File: src/rtl/bram_arb_pkg.sv
// bram_arb_pkg: shared constants and types for the matrix-multiply BRAM port arbiter.
//   REQ_HOST/REQ_FETCH/REQ_WB : requester indices
//   NREQ_DEF/AW_DEF/DW_DEF    : default requester count, address and data widths
//   rd_tag_t                  : read-return pipeline entry {valid, id}
package bram_arb_pkg;

    localparam int unsigned REQ_HOST  = 0;
    localparam int unsigned REQ_FETCH = 1;
    localparam int unsigned REQ_WB    = 2;

    localparam int unsigned NREQ_DEF = 3;
    localparam int unsigned AW_DEF   = 8;
    localparam int unsigned DW_DEF   = 64;

    localparam int unsigned ID_W = $clog2(NREQ_DEF);

    typedef struct packed {
        logic            valid;
        logic [ID_W-1:0] id;
    } rd_tag_t;

endpackage

File: src/rtl/rr_pick.sv
// rr_pick: combinational round-robin picker.
//   req_i  : request vector
//   last_i : index granted last; search starts at last_i+1 and wraps
//   gnt_o  : one-hot grant, zero when no request is pending
module rr_pick #(
    parameter int unsigned N  = 3,
    parameter int unsigned IW = (N > 1) ? $clog2(N) : 1
) (
    input  logic [N-1:0]  req_i,
    input  logic [IW-1:0] last_i,
    output logic [N-1:0]  gnt_o
);

    // Walk N positions after last_i; the first pending request wins.
    always_comb begin
        logic found;
        int   idx;
        gnt_o = '0;
        found = 1'b0;
        idx   = 0;
        for (int k = 1; k <= int'(N); k++) begin
            idx = (int'(last_i) + k) % int'(N);
            if (!found && req_i[IW'(idx)]) begin
                gnt_o[IW'(idx)] = 1'b1;
                found           = 1'b1;
            end
        end
    end

endmodule

File: src/rtl/bram_port_arbiter.sv
// bram_port_arbiter: shares one BRAM port among host loader (0), input fetch (1)
// and result writeback (2). One beat per cycle, round-robin with capped bursts,
// read data returned to the issuer after a fixed tagged latency.
//   clk, rst_n          : clock, synchronous active-low reset
//   req_i/lock_i/we_i   : per-requester request, burst lock, write enable
//   addr_i/wdata_i      : per-requester address / write data, slot i at [i*W +: W]
//   gnt_o               : combinational one-hot grant (beat = req & gnt)
//   rvalid_o, rdata_o   : read-return valid per requester, shared data (dout passthrough)
//   en/wea/addr/din_bram_o, dout_bram_i : registered BRAM pins
// Optional BRAM_ARB_PERF_EN adds perf_clr_i, perf_gnt_o, perf_stall_o counters.
module bram_port_arbiter
    import bram_arb_pkg::*;
#(
    parameter int unsigned NREQ      = NREQ_DEF,
    parameter int unsigned AW        = AW_DEF,
    parameter int unsigned DW        = DW_DEF,
    parameter int unsigned RD_LAT    = 1,
    parameter int unsigned MAX_BURST = 16
) (
    input  logic               clk,
    input  logic               rst_n,
    input  logic [NREQ-1:0]    req_i,
    input  logic [NREQ-1:0]    lock_i,
    input  logic [NREQ-1:0]    we_i,
    input  logic [NREQ*AW-1:0] addr_i,
    input  logic [NREQ*DW-1:0] wdata_i,
    output logic [NREQ-1:0]    gnt_o,
    output logic [NREQ-1:0]    rvalid_o,
    output logic [DW-1:0]      rdata_o,
`ifdef BRAM_ARB_PERF_EN
    input  logic               perf_clr_i,
    output logic [NREQ*32-1:0] perf_gnt_o,
    output logic [NREQ*32-1:0] perf_stall_o,
`endif
    output logic               en_bram_o,
    output logic               wea_bram_o,
    output logic [AW-1:0]      addr_bram_o,
    output logic [DW-1:0]      din_bram_o,
    input  logic [DW-1:0]      dout_bram_i
);

    localparam int unsigned IW  = (NREQ > 1) ? $clog2(NREQ) : 1;
    localparam int unsigned BCW = (MAX_BURST > 1) ? $clog2(MAX_BURST) : 1;
    localparam logic [BCW-1:0] BMAX = BCW'(MAX_BURST - 1);

    logic [IW-1:0]   owner_q, owner_d;
    logic            lock_q, lock_d;
    logic [BCW-1:0]  cnt_q, cnt_d;

    logic            en_q, en_d;
    logic            we_q, we_d;
    logic [AW-1:0]   addr_q, addr_d;
    logic [DW-1:0]   din_q, din_d;

    rd_tag_t         tag_d;
    rd_tag_t         pipe_q [RD_LAT+1];

    logic [NREQ-1:0] rr_gnt;
    logic            locked_win;
    logic            beat;
    logic [IW-1:0]   gidx;

    rr_pick #(
        .N  (NREQ),
        .IW (IW)
    ) u_rr_pick (
        .req_i  (req_i),
        .last_i (owner_q),
        .gnt_o  (rr_gnt)
    );

    // Locked owner keeps the port while it still requests and the burst cap is not hit.
    always_comb begin
        locked_win = lock_q && req_i[owner_q] && (cnt_q < BMAX);
        gnt_o      = locked_win ? (NREQ'(1) << owner_q) : rr_gnt;
    end

    // Encode the granted index.
    always_comb begin
        beat = |gnt_o;
        gidx = '0;
        for (int unsigned i = 0; i < NREQ; i++) begin
            if (gnt_o[i]) gidx = IW'(i);
        end
    end

    // Next-state for arbitration state, BRAM pins and read tag.
    always_comb begin
        owner_d = owner_q;
        lock_d  = 1'b0;
        cnt_d   = '0;
        en_d    = 1'b0;
        we_d    = 1'b0;
        addr_d  = addr_q;
        din_d   = din_q;
        tag_d   = '0;
        if (beat) begin
            owner_d = gidx;
            lock_d  = lock_i[gidx];
            // Count only continuation beats of a locked burst; saturate so a lone owner keeps winning.
            if (lock_q && (gidx == owner_q) && lock_i[gidx]) begin
                cnt_d = (cnt_q == BMAX) ? cnt_q : cnt_q + BCW'(1);
            end
            en_d        = 1'b1;
            we_d        = we_i[gidx];
            addr_d      = addr_i[gidx*AW +: AW];
            din_d       = wdata_i[gidx*DW +: DW];
            tag_d.valid = !we_i[gidx];
            tag_d.id    = ID_W'(gidx);
        end
    end

    // State and pin registers.
    always_ff @(posedge clk) begin
        if (!rst_n) begin
            owner_q <= IW'(NREQ - 1);
            lock_q  <= 1'b0;
            cnt_q   <= '0;
            en_q    <= 1'b0;
            we_q    <= 1'b0;
            addr_q  <= '0;
            din_q   <= '0;
        end else begin
            owner_q <= owner_d;
            lock_q  <= lock_d;
            cnt_q   <= cnt_d;
            en_q    <= en_d;
            we_q    <= we_d;
            addr_q  <= addr_d;
            din_q   <= din_d;
        end
    end

    // Read-return tag pipeline: stage 0 aligns with the pins, last stage with dout.
    always_ff @(posedge clk) begin
        if (!rst_n) begin
            for (int unsigned k = 0; k <= RD_LAT; k++) pipe_q[k] <= '0;
        end else begin
            pipe_q[0] <= tag_d;
            for (int unsigned k = 1; k <= RD_LAT; k++) pipe_q[k] <= pipe_q[k-1];
        end
    end

    always_comb begin
        rvalid_o = '0;
        if (pipe_q[RD_LAT].valid) rvalid_o[pipe_q[RD_LAT].id] = 1'b1;
    end

    assign rdata_o     = dout_bram_i;
    assign en_bram_o   = en_q;
    assign wea_bram_o  = we_q;
    assign addr_bram_o = addr_q;
    assign din_bram_o  = din_q;

`ifdef BRAM_ARB_PERF_EN
    // Saturating per-requester beat and stall counters; clear beats increment.
    for (genvar i = 0; i < int'(NREQ); i++) begin : g_perf
        logic [31:0] gnt_cnt_q;
        logic [31:0] stall_cnt_q;

        always_ff @(posedge clk) begin
            if (!rst_n || perf_clr_i) begin
                gnt_cnt_q   <= '0;
                stall_cnt_q <= '0;
            end else begin
                if (gnt_o[i] && (gnt_cnt_q != '1)) gnt_cnt_q <= gnt_cnt_q + 32'd1;
                if (req_i[i] && !gnt_o[i] && (stall_cnt_q != '1)) stall_cnt_q <= stall_cnt_q + 32'd1;
            end
        end

        assign perf_gnt_o[i*32 +: 32]   = gnt_cnt_q;
        assign perf_stall_o[i*32 +: 32] = stall_cnt_q;
    end
`endif

endmodule

File: config.mk
export PLATFORM = sky130hd
export DESIGN_NAME = bram_port_arbiter
export DESIGN_NICKNAME = d
export VERILOG_FILES = /design/src/rtl/bram_arb_pkg.sv /design/src/rtl/rr_pick.sv /design/src/rtl/bram_port_arbiter.sv
export SDC_FILE = /design/constraint.sdc
export NUM_CORES = 1
export LEC_CHECK = 0
export BUFFER_PORTS_ARGS = -buffer_cell sky130_fd_sc_hd__buf_2
export CAP_MARGIN = 10
export CORE_AREA = 2 2 170 172
export CTS_BUF_LIST = sky130_fd_sc_hd__clkbuf_8
export DETAILED_ROUTE_END_ITERATION = 8
export DIE_AREA = 0 0 172 174
export PLACE_DENSITY = 0.43
export SLEW_MARGIN = 40
export SYNTH_ARGS = -nofsm -noshare
export SYNTH_HDL_FRONTEND = slang
export SYNTH_SLANG_ARGS = --single-unit
File: constraint.sdc
create_clock -name clk -period 2.97 [get_ports clk]
set_clock_uncertainty 0.2 [all_clocks]
set_input_delay 0.1485 -clock clk [delete_from_list [all_inputs] [get_ports clk]]
set_output_delay 0.1485 -clock clk [all_outputs]
set_load 0.02 [all_outputs]
# --- Word-level counts from Yosys, hierarchy flattened ---
# Memory sizes are Yosys's and may differ from the RTL's.
# Cells that the tools add are included.
classes:
  muxes: 38
  div_mod_pow: 3
  n_bitwise: 4
  shifts: 3
  addsub: 4
  eq_ne: 2
  reduce_logical: 16
  magnitude_cmp: 11
  multipliers: 0
op_table:
  columns: ["cell", "count"]
  rows:
  - ["$shiftx A192 B9 Y64", 1]
  - ["$mod A32 B3 Y32 const B", 3]
  - ["$mux W3", 8]
  - ["$shiftx A24 B6 Y8", 1]
  - ["$mux W1", 19]
  - ["$bmux W1 S2", 6]
  - ["$lt A2 B4 Y1 const B", 3]
  - ["$logic_and A1 B1 Y1", 10]
  - ["$lt A2 B3 Y1 const B", 3]
  - ["$demux W1 S2", 4]
  - ["$ge A2 B1 Y1 const B", 4]
  - ["$add A2 B2 Y3 const B", 2]
  - ["$or A3 B3 Y3", 2]
  - ["$add A4 B1 Y4 const B", 1]
  - ["$eq A4 B4 Y1 const B", 1]
  - ["$lt A4 B4 Y1 const B", 1]
  - ["$add A2 B1 Y3 const B", 1]
  - ["$logic_not A1 Y1", 3]
  - ["$reduce_and A3 Y1", 1]
  - ["$reduce_or A3 Y1", 1]
  - ["$shl A1 B2 Y3 const A", 1]
  - ["$eq A2 B2 Y1", 1]
  - ["$mux W2", 1]
  - ["$or A1 B1 Y1", 2]
  - ["$reduce_and A2 Y1", 1]
totals:
  wordCells: 89
  latchBits: 0
  memories: 1
  output_inout_bits: 144
  reg_bits: 81
  mem_bits_ro: 0
  ramBits: 6
memory_table:
  columns: ["name", "words", "word_bits", "rd", "rd_ports_with_merged_regs", "wr", "line_no", "rtl"]
  rows:
  - ["pipe_q", 2, 3, 2, 0, 2, "bram_port_arbiter.sv:56", "rd_tag_t pipe_q [RD_LAT+1];"]

# --- Logic depth before layout (Yosys ltp) ---
logic_depth:
  word_depth: 20
  ltp_mapped: 12

# --- Cells and area by module ---
# Synthesis repeated with hierarchy kept, for this count alone.
unflattened:
  cells_unflattened: 680
  hier_area_um2: 5066.1
by_module_without_submodules:
  columns: ["mod", "cells_per_inst", "area_per_inst_um2", "instances"]
  rows:
  - ["bram_port_arbiter", 651, 4840.9, 1]
  - ["rr_pick", 29, 225.2, 1]

# --- Worst setup path before layout ---
# No wires, ideal clock.
synth_path:
  path_type: "reg2reg"
  start: "register owner_q[0]"
  end: "register din_q[6], in the netlist din_bram_o[6]"
  stages_incl_launch_ff: 12
  setup_ns: 0.140
  synth_period_minus_slack_ns: 2.963
  arrival_ns: 2.623
  setup_slack_ns: 0.007
  path_cell_list: "dfxtp_1 inv_2 ha_1 buf_2 or3b_1 o21a_1 a222oi_1 a211o_1 buf_4 buf_2 mux2i_1 o22ai_2"
synth_between:
  elab_cells_between_ends: 51
synth_rtl:
  columns: ["element", "line_no", "rtl"]
  rows:
  - ["start: declaration", "bram_port_arbiter.sv:46", "logic [IW-1:0] owner_q, owner_d;"]
  - ["start signal: assignment", "bram_port_arbiter.sv:116", "owner_q <= IW'(NREQ - 1);"]
  - ["start signal: assignment", "bram_port_arbiter.sv:124", "owner_q <= owner_d;"]
  - ["parallel branches: the longest is 12 deep, another holds $mod A32 B3 Y32", null, null]
  - ["$mux W3 (*)", "bram_port_arbiter.sv:75", "gnt_o = locked_win ? (NREQ'(1) << owner_q) : rr_gnt;"]
  - ["net gnt_o[0]", "bram_port_arbiter.sv:27", "output logic [NREQ-1:0] gnt_o,"]
  - ["$reduce_or A3 Y1 (*)", "bram_port_arbiter.sv:80", "beat = |gnt_o;"]
  - ["end signal: assignment", "bram_port_arbiter.sv:130", "din_q <= din_d;"]
  - ["end: declaration", "bram_port_arbiter.sv:53", "logic [DW-1:0] din_q, din_d;"]
# Mark *: on every way through the listed nets, which the timed path passes. The select of a mux whose other input is x is not followed.
# A chain may end at the register's enable or synchronous reset.

# --- Worst setup path after layout ---
layout_path:
  start: "register owner_q[0]"
  end: "register din_q[38], in the netlist din_bram_o[38]"
layout_between:
  elab_chain_len: 16
  elab_cells_between_ends: 51
layout_lines:
  columns: ["element", "line_no", "rtl"]
  rows:
  - ["parallel branches: the longest is 12 deep, another holds $mod A32 B3 Y32", null, null]
  - ["$mux W3 (*)", "bram_port_arbiter.sv:75", null]
  - ["$mux W1", "bram_port_arbiter.sv:83", "if (gnt_o[i]) gidx = IW'(i);"]
  - ["$mux W2", "bram_port_arbiter.sv:83", null]
  - ["$shiftx A192 B9 Y64", "bram_port_arbiter.sv:107", "din_d = wdata_i[gidx*DW +: DW];"]
# Every way passes the cells marked *. The select of a mux whose other input is x is not followed.

==> summary.md <==
| Metric | Value |
|---|---|
| Overall power | 9000 µW |
| Worst Setup Path Type | register to register |
| Syn nets | 872 |
| H-Tree Depth | 3 |
| CTS tree | built |
| Cells after Synth | 575 |
| P&R area growth vs syn | 83.7% |
| Routed WL | 24.2 mm |
| Bufs on Longest Clock Path | 2 |
| Yosys reg bits | 87 |
| Num rows | 62 |
| Vias in the first global route | 6,702 |
| Layout fillers | 2,923 |
| Fmax | 0.337 GHz |
| Top delay family on crit path | simple AND/OR/NAND/NOR gates |
| Die ar. | 29,900 µm² |
| DP HPWL | 14.7 mm |
| Synthesized area | 5190 µm² |
| Final hold vios | 0 |
| Period utilization | 99.8% |
| Via-to-Cell Ratio | 4.36 |
| Yosys top cell by area | dfxtp_1 |
| Core area | 28,200 µm² |
| Root buffer cell | clkbuf_8 |
| Slew of the pin with the lowest slew margin | 481 ps |
| Library cells used by synthesis | 49 |
| Reg2Reg Setup Slack | 5 ps |
| Most frequent cells after synthesis | 87 x dfxtp_1, 78 x a21oi_1, 74 x mux2i_1 |
| Clock Sinks | 87 |
| Finished Cell Area | 9530 µm² |
| Total I/O pin count | 435 |
| Final min period | 2960 ps |
| DR vias | 6,209 |
| Initial core utilization | 18.4% |
| # diodes | 0 |
| Share of layout cells above drive strength 1 | 39.9% |
| Post-synth ARST share | 0% |
| RSZ-0062 raised after global routing | true |
| Buf/Inv on CP | 4 |
| Ys flop type | dfxtp_1 |
| CP max FO | 8 |
| Cell Area, Placed | 6780 µm² |
| Antenna violations before repair | 0 |
| Nets | 1,332 |
| Worst VDD drop | 0.717 mV |
| MaxCap Viol Count | 0 |
| Placer Congestion | 0.803 |
| Register area share after synthesis | 33.6% |
| Hold Crit Class | input pin to register |
| Dpl cells | 1,175 |
| Area of the multi-input gates | 2850 µm² |
| CTS clk-pin slew, worst paths | 100 ps |
| Ys Warns | 0 |
| EDFF count, synth | 0 |
| Pin count of the biggest net entering global routing | 55 |
| Global-route wire length before repair | 34.5 mm |
| Fin. max-slew vios | 0 |
| Setup violators final | 0 |
| Post-DRT Antenna Nets | 0 |
| Die X | 172 µm |
| Worst path max stage delay | 400 ps |
| P per Cell Area | 944 nW/µm² |
| Clock latency on the worst-skew pair | 360 ps |
| I/O Buffers | 306 |
| Reg area | 1740 µm² |
| Core Util, Final | 33.8% |
| Top cells by area, synth | dfxtp_1 34%, mux2i_1 14%, buf_4 9.7% |
| Count leader, synth | dfxtp_1 |
| Leak Pwr | 0.00452 µW |
| Critical Path End Type | register |
| Top cell type's share of synthesized area | 33.6% |
| Critical-path top delay cell | or3b_4 |
| Slew HR | 67.9% |
| Avg Inst Size Synth | 9.03 µm² |
| WP data arrival | 3050 ps |
| Total GRT Usage | 14.7% |
| Die span in y | 174 µm |
| Finished Layout Cells | 1,424 |
| Cts bufs inserted | 9 |
| First-pass detailed-route iteration total | 4 |
| WL per Instance | 17.0 µm |
| Worst Path Required | 3050 ps |
| Initial DRC count | 259 |
| Outcome | complete, no violations |
| Crit path cell chain | inv_2 -> ha_4 -> or3b_4 -> o211ai_1 -> nor4b_2 -> a211o_2 -> buf_6 -> or3_4 -> buf_12 -> buf_16 -> o22ai_1 |
| Crit start category | register |
| DR DRC count | 0 |
| Total grt overflow | 0 |
## worst reg2reg max path, delay by kind of cell (launching register included)
family	cells	cell delay [ps]
AND/OR/NAND/NOR	3	860
buffers and inverters	4	580
AO/OA/AOI/OAI	3	680
flip-flops	1	330
adder cells (fa/ha/maj)	1	220
## routing by layer
| metal | up-vias | track usage (%) | wire (µm) |
|---|---|---|---|
| met2 | 251 | 27.1 | 12300 |
| met1 | 2929 | 16.0 | 9850 |
| met5 | - | 0 | 0 |
| met3 | 59 | 3.42 | 1280 |
| li1 | 2970 | - | - |
| met4 | 0 | 5.95 | 732 |
## final cells by class
type                    count  share of cell area [%]
clock buffers               9                    1.30
repair buffers            564                    44.4
inverters                   8                   0.354
well taps                 384                    5.04
flip-flops and latches     87                    18.3
multi-input cells         365                    29.9
clock inverters             7                   0.696
## sequential cells by signal (all words and copies together), names as in the netlist
name	cells
en_bram_o	1
din_bram_o	64
owner_q	2
lock_q	1
cnt_q	4
wea_bram_o	1
pipe_q	6
addr_bram_o	8
## final timing paths
kind	from	endpoint	cells past startpoint
hold reg to reg	pipe_q[0][1]	pipe_q[0][4]	1
setup / recovery	owner_q[0]	din_bram_o[38]	11
setup reg to reg	owner_q[0]	din_bram_o[38]	11
hold / removal	wdata_i[117]	din_bram_o[53]	4
## cells by family (layout without fill, tap and decap cells)
| logic type | count (synthesis) | in the layout | synth area share (%) |
|---|---|---|---|
| adder cells (fa/ha/maj) | 6 | 6 | 1.45 |
| flip-flops | 87 | 87 | 33.6 |
| buffers and inverters | 123 | 588 | 14.6 |
| multiplexers | 77 | 77 | 15.1 |
| AND/OR/NAND/NOR | 111 | 111 | 13.3 |
| XOR/XNOR | 2 | 2 | 0.337 |
| AO/OA/AOI/OAI | 169 | 169 | 21.7 |
## cell usage in the layout, fill, tap and decap left out, drive strengths merged, types with 4 or more instances in the layout
cell type,synthesis,layout
nor3,5,5
dfxtp,87,87
a22oi,5,5
a211o,4,4
mux2i,75,75
inv,8,9
o22ai,68,68
nor2,8,8
and2,5,5
a21oi,78,78
buf,85,343
ha,6,6
clkbuf,30,13
dlygate4sd3,0,217
and3,73,73
nand2,5,5
## report_power, final
group / leakage [µW] / internal [µW] / total [µW] / switching (µW)
logic: 0.00370 / 3070 / 6390 / 3320
clock network: 0.0000978 / 384 / 863 / 479
registers: 0.000717 / 1550 / 1740 / 191
## stage by stage
| stage | worst slack [ps] | TNS, ps | hold WS, ps |
|---|---|---|---|
| finish | 5.45 | 0 | 37.2 |
| global route | -56.6 | -2190 | 40.4 |
| CTS | 12.0 | 0 | 4.69 |
| detailed placement | 21.1 | 0 | 97.1 |
| global placement | 62.8 | 0 | 97.1 |
| floorplan | 6.83 | 0 | 51.9 |
## repair_timing
action,CTS,global route
setup endpoints to repair,1,74
pin swaps,2,4
cloned,0,6
setup buffers,3,7
endpoints found under the hold margin,80,0
hold buffers,217,0
resized for setup,4,32
(Power assumes the default switching activity.)
